## src/rtl/ev22_fetch_unit.sv

```systemverilog
// ev22_fetch_unit: EV22 fetch stage owning PC, instruction register and return-address stack.
// Define EV22_FETCH_STACK_GUARD_EN to halt on stack overflow/underflow instead of wrapping.
module ev22_fetch_unit #(
  parameter int                 ADDR_W      = 8,
  parameter logic [ADDR_W-1:0]  RESET_PC    = '0,
  parameter int                 STACK_DEPTH = 4
) (
  input  logic              clk,
  input  logic              rst,
  output logic [ADDR_W-1:0] imem_addr,
  output logic              imem_req,
  input  logic              imem_ack,
  input  logic [23:0]       imem_data,
  output logic [7:0]        opcode,
  output logic [4:0]        ri,
  output logic [4:0]        rj,
  output logic [15:0]       k,
  output logic              instr_valid,
  input  logic              issue_ack,
  input  logic              redir_valid,
  input  logic [ADDR_W-1:0] redir_addr,
  output logic [ADDR_W-1:0] pc,
  output logic              stk_ovf,
  output logic              stk_unf
);
  localparam int IW = $clog2(STACK_DEPTH);
  localparam int SP_W = IW + 1;
  localparam logic [SP_W-1:0] SP_FULL = SP_W'(STACK_DEPTH);
`ifdef EV22_FETCH_STACK_GUARD_EN
  typedef enum logic [1:0] {IDLE, FETCH, ISSUE, HALT} state_t;
`else
  typedef enum logic [1:0] {IDLE, FETCH, ISSUE} state_t;
`endif
  state_t state_q, state_d;
  logic [ADDR_W-1:0] pc_q, pc_d, pc_inc, bsr_tgt;
  logic [23:0] ir_q, ir_d;
  logic [SP_W-1:0] sp_q, sp_d;
  logic [ADDR_W-1:0] stk_q [STACK_DEPTH];
  logic [ADDR_W-1:0] stk_d [STACK_DEPTH];
  logic ovf_q, ovf_d, unf_q, unf_d;
  logic is_bsr, is_ret;
  logic [IW-1:0] top_idx;
  assign imem_req = state_q == FETCH;
  assign instr_valid = state_q == ISSUE;
  assign imem_addr = pc_q;
  assign pc = pc_q;
  assign opcode = ir_q[23:16];
  assign ri = ir_q[9:5];
  assign rj = ir_q[4:0];
  assign k = ir_q[15:0];
  assign stk_ovf = ovf_q;
  assign stk_unf = unf_q;
  assign is_bsr = ir_q[23:18] == 6'b000111;
  assign is_ret = ir_q[23:16] == 8'h41;
  assign pc_inc = pc_q + 1'b1;
  assign bsr_tgt = pc_inc + ADDR_W'(ir_q[17:16]);
  assign top_idx = IW'(sp_q - 1'b1);
  always_comb begin
    state_d = state_q;
    pc_d = pc_q;
    ir_d = ir_q;
    sp_d = sp_q;
    stk_d = stk_q;
    ovf_d = ovf_q;
    unf_d = unf_q;
    case (state_q)
      IDLE: state_d = FETCH;
      FETCH: if (imem_ack) begin
        ir_d = imem_data;
        state_d = ISSUE;
      end
      ISSUE: if (issue_ack) begin
        state_d = FETCH;
        if (redir_valid) pc_d = redir_addr;
        else if (is_bsr) begin
          pc_d = bsr_tgt;
          if (sp_q == SP_FULL) begin
            ovf_d = 1'b1;
`ifdef EV22_FETCH_STACK_GUARD_EN
            pc_d = pc_q;
            state_d = HALT;
`else
            // full stack: shift out the oldest return address, newest lands on top
            for (int i = 0; i < STACK_DEPTH - 1; i++) stk_d[i] = stk_q[i+1];
            stk_d[STACK_DEPTH-1] = pc_inc;
`endif
          end else begin
            stk_d[sp_q[IW-1:0]] = pc_inc;
            sp_d = sp_q + 1'b1;
          end
        end else if (is_ret) begin
          if (sp_q == '0) begin
            unf_d = 1'b1;
            pc_d = pc_inc;
`ifdef EV22_FETCH_STACK_GUARD_EN
            pc_d = pc_q;
            state_d = HALT;
`endif
          end else begin
            pc_d = stk_q[top_idx];
            sp_d = sp_q - 1'b1;
          end
        end else pc_d = pc_inc;
      end
      default: ;
    endcase
  end
  always_ff @(posedge clk or posedge rst) begin
    if (rst) begin
      state_q <= IDLE;
      pc_q <= RESET_PC;
      ir_q <= '0;
      sp_q <= '0;
      stk_q <= '{default: '0};
      ovf_q <= 1'b0;
      unf_q <= 1'b0;
    end else begin
      state_q <= state_d;
      pc_q <= pc_d;
      ir_q <= ir_d;
      sp_q <= sp_d;
      stk_q <= stk_d;
      ovf_q <= ovf_d;
      unf_q <= unf_d;
    end
  end
endmodule

```

## config.mk

```make
export PLATFORM = sky130hd
export DESIGN_NAME = ev22_fetch_unit
export DESIGN_NICKNAME = d
export VERILOG_FILES = /design/src/rtl/ev22_fetch_unit.sv
export SDC_FILE = /design/constraint.sdc
export NUM_CORES = 1
export LEC_CHECK = 0
export CAP_MARGIN = 20
export CELL_PAD_IN_SITES_DETAIL_PLACEMENT = 0
export CELL_PAD_IN_SITES_GLOBAL_PLACEMENT = 1
export CORE_MARGIN = 2
export CORE_UTILIZATION = 40
export CTS_BUF_LIST = sky130_fd_sc_hd__clkbuf_4 sky130_fd_sc_hd__clkbuf_8
export CTS_CLUSTER_DIAMETER = 120
export DETAILED_ROUTE_END_ITERATION = 16
export PLACE_DENSITY_LB_ADDON = 0.1
export SYNTH_ARGS = -nofsm -noshare
export SYNTH_HDL_FRONTEND = slang
export SYNTH_SLANG_ARGS = --single-unit
```

## constraint.sdc

```tcl
create_clock -name clk -period 3.6 [get_ports clk]
set_clock_uncertainty 0.2 [all_clocks]
set_input_delay 0.36 -clock clk [delete_from_list [all_inputs] [get_ports clk]]
set_output_delay 0.36 -clock clk [all_outputs]
set_load 0.005 [all_outputs]
```

**Yosys cells after proc, flatten, opt, wreduce, memory -nomap -nowiden**

Cells that the tools add are included.

- Add/sub/neg operators: 4
- Bitwise operators: 4
- Mux-type cells: 18
- Order comparisons: 3
- Reduce and logical (&&, ||, !) cells: 12
- Equality and inequality tests: 9

Operators by type and width:

| cell | count |
|---|---|
| 8-bit two-way mux | 7 |
| 32-bit bitwise mux | 1 |
| 32-bit two-way mux | 1 |
| 8-bit binary-select mux with 2-bit select | 1 |
| 8-bit demux with 2-bit select | 1 |
| 3-bit two-way mux | 4 |
| 6-bit AND reduction | 2 |
| 8-bit by 1-bit adder with 8-bit output (second input constant) | 1 |
| 8-bit by 2-bit adder with 8-bit output | 1 |
| 8-bit by 7-bit == test with 1-bit output (second input constant) | 1 |
| 6-bit by 3-bit == test with 1-bit output (second input constant) | 1 |
| 3-bit >= comparator (second input constant) | 2 |
| 2-bit NOT with 3-bit output | 2 |
| 2-bit case mux with 3 select lines | 1 |
| 5-bit AND reduction | 1 |
| 2-bit two-way mux | 2 |
| 2-bit by 1-bit != test with 1-bit output (second input constant) | 2 |
| 2-bit != test (second input constant) | 2 |
| 2-bit AND reduction | 2 |
| 4-bit AND reduction | 1 |
| 3-bit by 1-bit adder with 3-bit output (second input constant) | 1 |
| 3-bit == test (second input constant) | 1 |
| 3-bit logical NOT | 1 |
| 3-bit by 1-bit < comparator with 1-bit output (second input constant) | 1 |
| 9 further kinds | 10 |

- Register bits after elaboration: 71
- Bits of input ports: 37

**Depth between registers and ports, before layout**

Gate-level depths: netlist of run 1.

- Word-level depth: 9
- Mapped depth: 9
- Gate-level depth less buffers: 7

**Worst setup path before layout of run 1**

No wires, ideal clock.

- Path type: reg2reg
- From: register sp_q[0]
- To: register pc_q[3] (netlist: imem_addr[3])
- Stages on the path, launching flop included: 9
- Arrival: 2.203 ns
- Buffers on the path: 2
- Library setup time: 0.126 ns
- Required time: 3.274 ns
- Setup slack: 1.071 ns
- Path through: dfrtp_1 -> buf_2 -> inv_1 -> ha_1 -> clkbuf_1 -> mux4_2 -> mux2i_1 -> mux2i_1 -> a221o_1

- Longest elaborated chain between the ends: 9
- Elaborated cells between the ends (all ways): 10

RTL lines:

| element | RTL line | RTL |
|---|---|---|
| start, declared | 37 | `logic [SP_W-1:0] sp_q, sp_d;` |
| start signal, assigned | 121 | `sp_q <= sp_d;` |
| 3-bit by 1-bit subtractor with 3-bit output | n/a |  |
| via top_idx[0] | 42 | `logic [IW-1:0] top_idx;` |
| 2-bit NOT with 3-bit output (implied by the code) | 100 | `pc_d = stk_q[top_idx];` |
| 8-bit binary-select mux with 2-bit select | 100 |  |
| 8-bit two-way mux (implied by the code) (2 in series) | 100 |  |
| 8-bit two-way mux | 92 | `if (sp_q == '0) begin` |
| 8-bit two-way mux | 91 | `end else if (is_ret) begin` |
| 8-bit two-way mux | 75 | `else if (is_bsr) begin` |
| 8-bit two-way mux | 74 | `if (redir_valid) pc_d = redir_addr;` |
| end signal, assigned | 119 | `pc_q <= pc_d;` |
| end, declared | 35 | `logic [ADDR_W-1:0] pc_q, pc_d, pc_inc, bsr_tgt;` |

The timed path passes the listed nets, and every way through them passes these cells. The select of a mux whose other input is x is not followed.
A chain may end at the register's enable or synchronous reset.

**Worst setup path in the final report of run 1**

- From: register pc_q[1] (netlist: imem_addr[1])
- To: register pc_q[6] (netlist: imem_addr[6])

- Longest elaborated chain between the ends: 5
- Elaborated cells between the ends (all ways): 6

RTL lines:

| element | RTL line | RTL |
|---|---|---|
| 8-bit by 1-bit adder with 8-bit output (*) | 55 | `assign pc_inc = pc_q + 1'b1;` |
| parallel branches: the longest is 2 deep, another holds 8-bit by 2-bit adder with 8-bit output | n/a |  |
| 8-bit two-way mux (*) | 75 |  |
| 8-bit two-way mux (*) | 74 |  |

Every way passes the cells marked *.

==> reports/results.ini, run 1 <==
[run_status]
status = finished clean

[final_layout]
final_cell_area_mm2 = 0.00514
final_layout_size_suffix_gt1_share_pct = 15.7
nFillCells = 903
area_growth_pct = 29.6
num_antenna_cells = 0
nNetsFinal = 505
fin_cells = 597

[flow_run]
maxCapViolCount = 0

[global_routing]
antenna_found_initial = 0
grt-ovfl-total = 0
grt_pass1_wl_um = 17200
grt_pass1_vias = 3239
grt_usage_pct = 20.3
grt_max_degree = 36

[routing]
wl_per_cell_um = 17.4
drt_iter0_markers = 121
postRouteAntennaNets = 0
vias = 3200
drc_errors = 0
vias_per_cell = 5.36
routed_wl_um = 10400
drt_pass1_iterations = 5

[worst_hold_path]
hold_path.class = in2async

[power_and_ir_drop]
ir_worst_vdd_v = 0.000260
finalPower_mw = 3.48
power_density_mw_per_mm2 = 678
p_leak_nw = 2.16

[worst_setup_path]
path_max_fanout = 11
path_class = reg2reg
crit_chain = ha_1 -> nand3_1 -> or3_1 -> a21oi_1 -> mux2i_1 -> a31o_2
worstReg2RegStart = imem_addr[1]
cp_slowest_cell = dfrtp_1
r2r_end = imem_addr[6]
r2r_slack_ps = 1030
cp.buffers_inverters = 0
path_delay_family = simple AND/OR/NAND/NOR gates
cp-start-kind = flop
cp.depth = 6
crit_required_ps = 3650
endpoint_kind = flop
critPathMaxStageDelay_ps = 570
r2r_cells = 6
worst_ep_arrival_time_ps = 2620

[synthesis]
synth_top_area_cell = dfrtp_1
async_flop_share_pct = 100
ys_ff_latch = 71
synth.area.top_cells = dfrtp_1 (45%), mux2_2 (8.5%), mux4_2 (4.5%), a21oi_1 (4.4%), buf_4 (3.4%)
ys_warn_count = 0
synth_most_common_cell = dfrtp_1
synth.top_cells.by_count = dfrtp_1 (71), a21oi_1 (35), nor2_1 (35)
synthesis.area_mm2 = 0.00397
yosysSeqAreaShare_pct = 44.8
synth_fp_nets = 432
syn_area_per_cell_um2 = 10.3
synth_flop_cell = dfrtp_1
synth_top_area_share_pct = 44.8
netlist_instances = 386
synth_edf_count = 0
ys_types = 56

[floorplanning]
fp.dieArea_mm2 = 0.0107
dieHeight_um = 104
start_util_pct = 40.9
rows = 36
ios = 91
core_area_mm2 = 0.00968
die_w_um = 104

[clocking]
cts.htree.levels = 3
cts_setup_buffers = 0
holdBufCountCts = 0
cts_made_buffers = 9
cts.reportedPaths.clkPinSlew_ps = 80
root_buffer = clkbuf_8
clock_latency_ps = 350
cts.sinks = 71
cts_tree = yes
post_cts_resized = 0
clockBufferDepth = 2

[placed_design]
gp_congestion = 0.798
dpl.hpwl_um = 7430
dpl-instance-area_mm2 = 0.00489
portBuffers = 90
dp_cells = 581

[timing]
finalHoldViolCount = 0
period_minus_slack_ps = 2570
slew_viol_final = 0
tightestPinTransition_ps = 768
setup_tns_ps = 0
fin_crit_sh_pct = 71.4
finalSetupViolCount = 0
slew_headroom_pct = 48.5
hold_slack_ps = 272
rsz0062_at_grt = false
fmax_mhz = 389

flip-flops by register name, summed over array words and instances (netlist names):
register   count
sp_q           3
ir_q          24
stk_unf        1
state_q        2
stk_ovf        1
stk_q         32
imem_addr      8
placed cells by master (no fill, tap or decap), types with 3 or more instances in the layout:
| cell | instances |
|---|---|
| dfrtp_1 | 71 |
| clkdlybuf4s50_1 | 90 |
| o22ai_1 | 17 |
| mux2_2 | 30 |
| inv_1 | 6 |
| nand3_1 | 3 |
| nor2b_1 | 4 |
| ha_1 | 8 |
| mux4_2 | 8 |
| or3_1 | 3 |
| nor3_1 | 6 |
| xor2_1 | 5 |
| a21oi_1 | 35 |
| bufinv_16 | 3 |
| nand2_1 | 34 |
| xnor2_1 | 7 |
| mux2i_1 | 9 |
| o21ai_0 | 16 |
| o21a_1 | 3 |
| buf_4 | 11 |
| nor2_1 | 35 |
| clkbuf_8 | 9 |
cell type report:
cell class              instances  area, um2  area share [%]
repair buffers                101        983            19.1
multi-input cells             269       1940            37.8
clock buffers                   9        124            2.41
inverters                       7       26.3           0.511
clock inverters                 7        120            2.34
flip-flops and latches         71       1780            34.6
well taps                     133        166            3.24
logic make-up (layout without fill, tap and decap cells):
group                      count (synthesis)  count (layout)  share of synthesized area [%]
adders and majority gates                  9               9                           3.03
and+or+nand+nor                          104             104                           12.7
muxes                                     47              47                           15.3
AOI/OAI and AO/OA                         97              97                           15.1
xor gates and xnor gates                  12              12                           2.65
buffers and inverters                     46             124                           6.37
DFF                                       71              71                           44.8
power by group:
part           internal [mW]  leakage [nW]  switching [mW]
Sequential             0.987         0.914           0.237
Clock                  0.462         0.120           0.324
Combinational          0.895          1.12           0.578
how the worst max path moves through the flow:
stage	slack (ps)	from	endpoint
5_1_grt	810	imem_addr[1]	imem_addr[6]
3_5_place_dp	670	redir_valid	stk_q[5]
6_report	1030	imem_addr[1]	imem_addr[6]
2_1_floorplan	1070	sp_q[0]	imem_addr[3]
4_1_cts	1020	imem_addr[1]	imem_addr[6]
3_3_place_gp	700	redir_valid	stk_q[1]
layer usage:
metal | GRT usage [%] | up-vias | routed length (um)
li1 | - | 1530 | -
met4 | 6.95 | 0 | 114
met2 | 32.4 | 92 | 4850
met3 | 3.78 | 12 | 435
met1 | 28.0 | 1566 | 4990
met5 | 0 | - | 0
stage by stage:
step / util, % / setup slack (ps)
3_3_place_gp: 50.5 / 701
3_5_place_dp: 50.5 / 672
4_1_cts: 53.1 / 1020
2_1_floorplan: - / 1070
5_1_grt: 53.1 / 813
6_report: 53.1 / 1030
(Power assumes the default switching activity.)
==> run 2, diff against run 1 <==
Clock period 3.6 ns to 2.4 ns, I/O delays scaled along.
==> reports/results.ini, run 2 (synthesis gave the netlist of run 1 again) <==
[placed_design]
dp_slack_ps = 94.4
portBuffers = 90
dpl-instance-area_mm2 = 0.00510
dp_cells = 605
dpl.hpwl_um = 7420
gp_congestion = 0.823

[worst_setup_path]
worst_ep_arrival_time_ps = 2280
crit_chain = or4_4 -> or3_1 -> a32o_1 -> a211o_1
path_max_fanout = 4
critPathMaxStageDelay_ps = 540
path_delay_family = simple AND/OR/NAND/NOR gates
path_class = reg2reg
crit_required_ps = 2420
cp.buffers_inverters = 0
r2r_slack_ps = 130
cp_slowest_cell = or4_4
cp-start-kind = flop
endpoint_kind = flop

[final_layout]
largest_register_ffs = 32
area_growth_pct = 34.1
num_antenna_cells = 0
postLayoutCoreUtil_pct = 54.9
largest_register = stk_q
final_common_cell = clkdlybuf4s50_1
fin_cells = 621
layout_common_cells = clkdlybuf4s50_1 (90), dfrtp_1 (71), a21oi_1 (35), nor2_1 (35), nand2_1 (34)
final_layout_size_suffix_gt1_share_pct = 20.3
final_cell_area_mm2 = 0.00532
nNetsFinal = 529
nFillCells = 884

[floorplanning]
die_w_um = 104
ios = 91
core_area_mm2 = 0.00968
start_util_pct = 40.9
dieHeight_um = 104
fp.dieArea_mm2 = 0.0107
rows = 36

[clocking]
clock_latency_ps = 340
clockBufferDepth = 2
cts.reportedPaths.clkPinSlew_ps = 80
cts_setup_buffers = 0
cts.sinks = 71
root_buffer = clkbuf_8
holdBufCountCts = 0
cts_made_buffers = 9
cts.htree.levels = 3
cts_tree = yes

[timing]
slew_viol_final = 0
finalSetupViolCount = 0
hold_slack_ps = 111
rsz0062_at_grt = false
tightestPinTransition_ps = 487
setup_tns_ps = 0
fin_ws_ps = 133
period_minus_slack_ps = 2270
fin_crit_sh_pct = 94.4
fmax_mhz = 441
finalHoldViolCount = 0
slew_headroom_pct = 67.5

[power_and_ir_drop]
finalPower_mw = 5.22
p_leak_nw = 2.28
power_density_mw_per_mm2 = 982
ir_worst_vdd_v = 0.000452

[flow_run]
maxCapViolCount = 0

[global_routing]
grt_pass1_wl_um = 17300
grt-ovfl-total = 0
grt_pass1_vias = 3290
grt_usage_pct = 20.2
antenna_found_initial = 0
grt_max_degree = 72

[routing]
drt_pass1_iterations = 4
routed_wl_um = 10300
vias = 3265
wl_per_cell_um = 16.6
drt_iter0_markers = 166
postRouteAntennaNets = 0
vias_per_cell = 5.26
drc_errors = 0

[worst_hold_path]
hold_path.class = in2async

[run_status]
status = finished clean

-- run 2: cell types whose count changed in the layout (fill, tap and decap cells not counted), sizes merged --
cell	before	now
buf	11	35
clkbuf	9	13
clkinvlp	1	0
inv	8	7
bufinv	3	1
-- run 2: worst min-delay path: stages --
cell and delay [ps]:
clkdlybuf4s50_1 410, inv_2 70, buf_12 340
-- run 2: layer usage --
layer,vias to the layer above,track usage (%),wire length (um)
met5,-,0,0
met4,0,5.31,106
met3,7,4.22,524
met2,98,32.0,4750
met1,1584,28.3,4940
li1,1576,-,-
-- run 2: final cells by class --
class / instances / area, um2 / share of cell area (%)
clock inverter: 3 / 40.0 / 0.753
multi-input combinational: 269 / 1950 / 36.6
tap: 133 / 166 / 3.13
sequential: 71 / 1780 / 33.4
clock buffer: 13 / 173 / 3.25
timing repair buffer: 125 / 1190 / 22.4
inverter: 7 / 26.3 / 0.494
-- run 2: what timing repair did --
action / 4_1_cts / 5_1_grt
resized for setup: 0 / 2
endpoints found under the setup margin: 0 / 4
endpoints found under the hold margin: 0 / 0
-- run 2: worst paths after layout --
path / to / cells past startpoint / startpoint
setup / recovery: sp_q[1] / 4 / ir_q[19]
hold / removal: stk_q[25] / 3 / rst
setup reg to reg: sp_q[1] / 4 / ir_q[19]
hold reg to reg: stk_ovf / 1 / stk_ovf
max in group asynchronous: imem_addr[3] / 3 / rst
min in group clk: stk_ovf / 1 / stk_ovf
-- run 2: where the power goes --
group / internal [mW] / total, mW / leakage, nW / switching, mW
clock network: 0.575 / 1.03 / 0.113 / 0.454
registers: 1.48 / 1.76 / 0.914 / 0.276
logic: 1.48 / 2.44 / 1.25 / 0.961
==> run 3, diff against run 2 <==
Settings changed: SLEW_MARGIN set to 10.
==> results of run 3 <==
The final DEF is identical to that of run 2; final timing and power are the same.
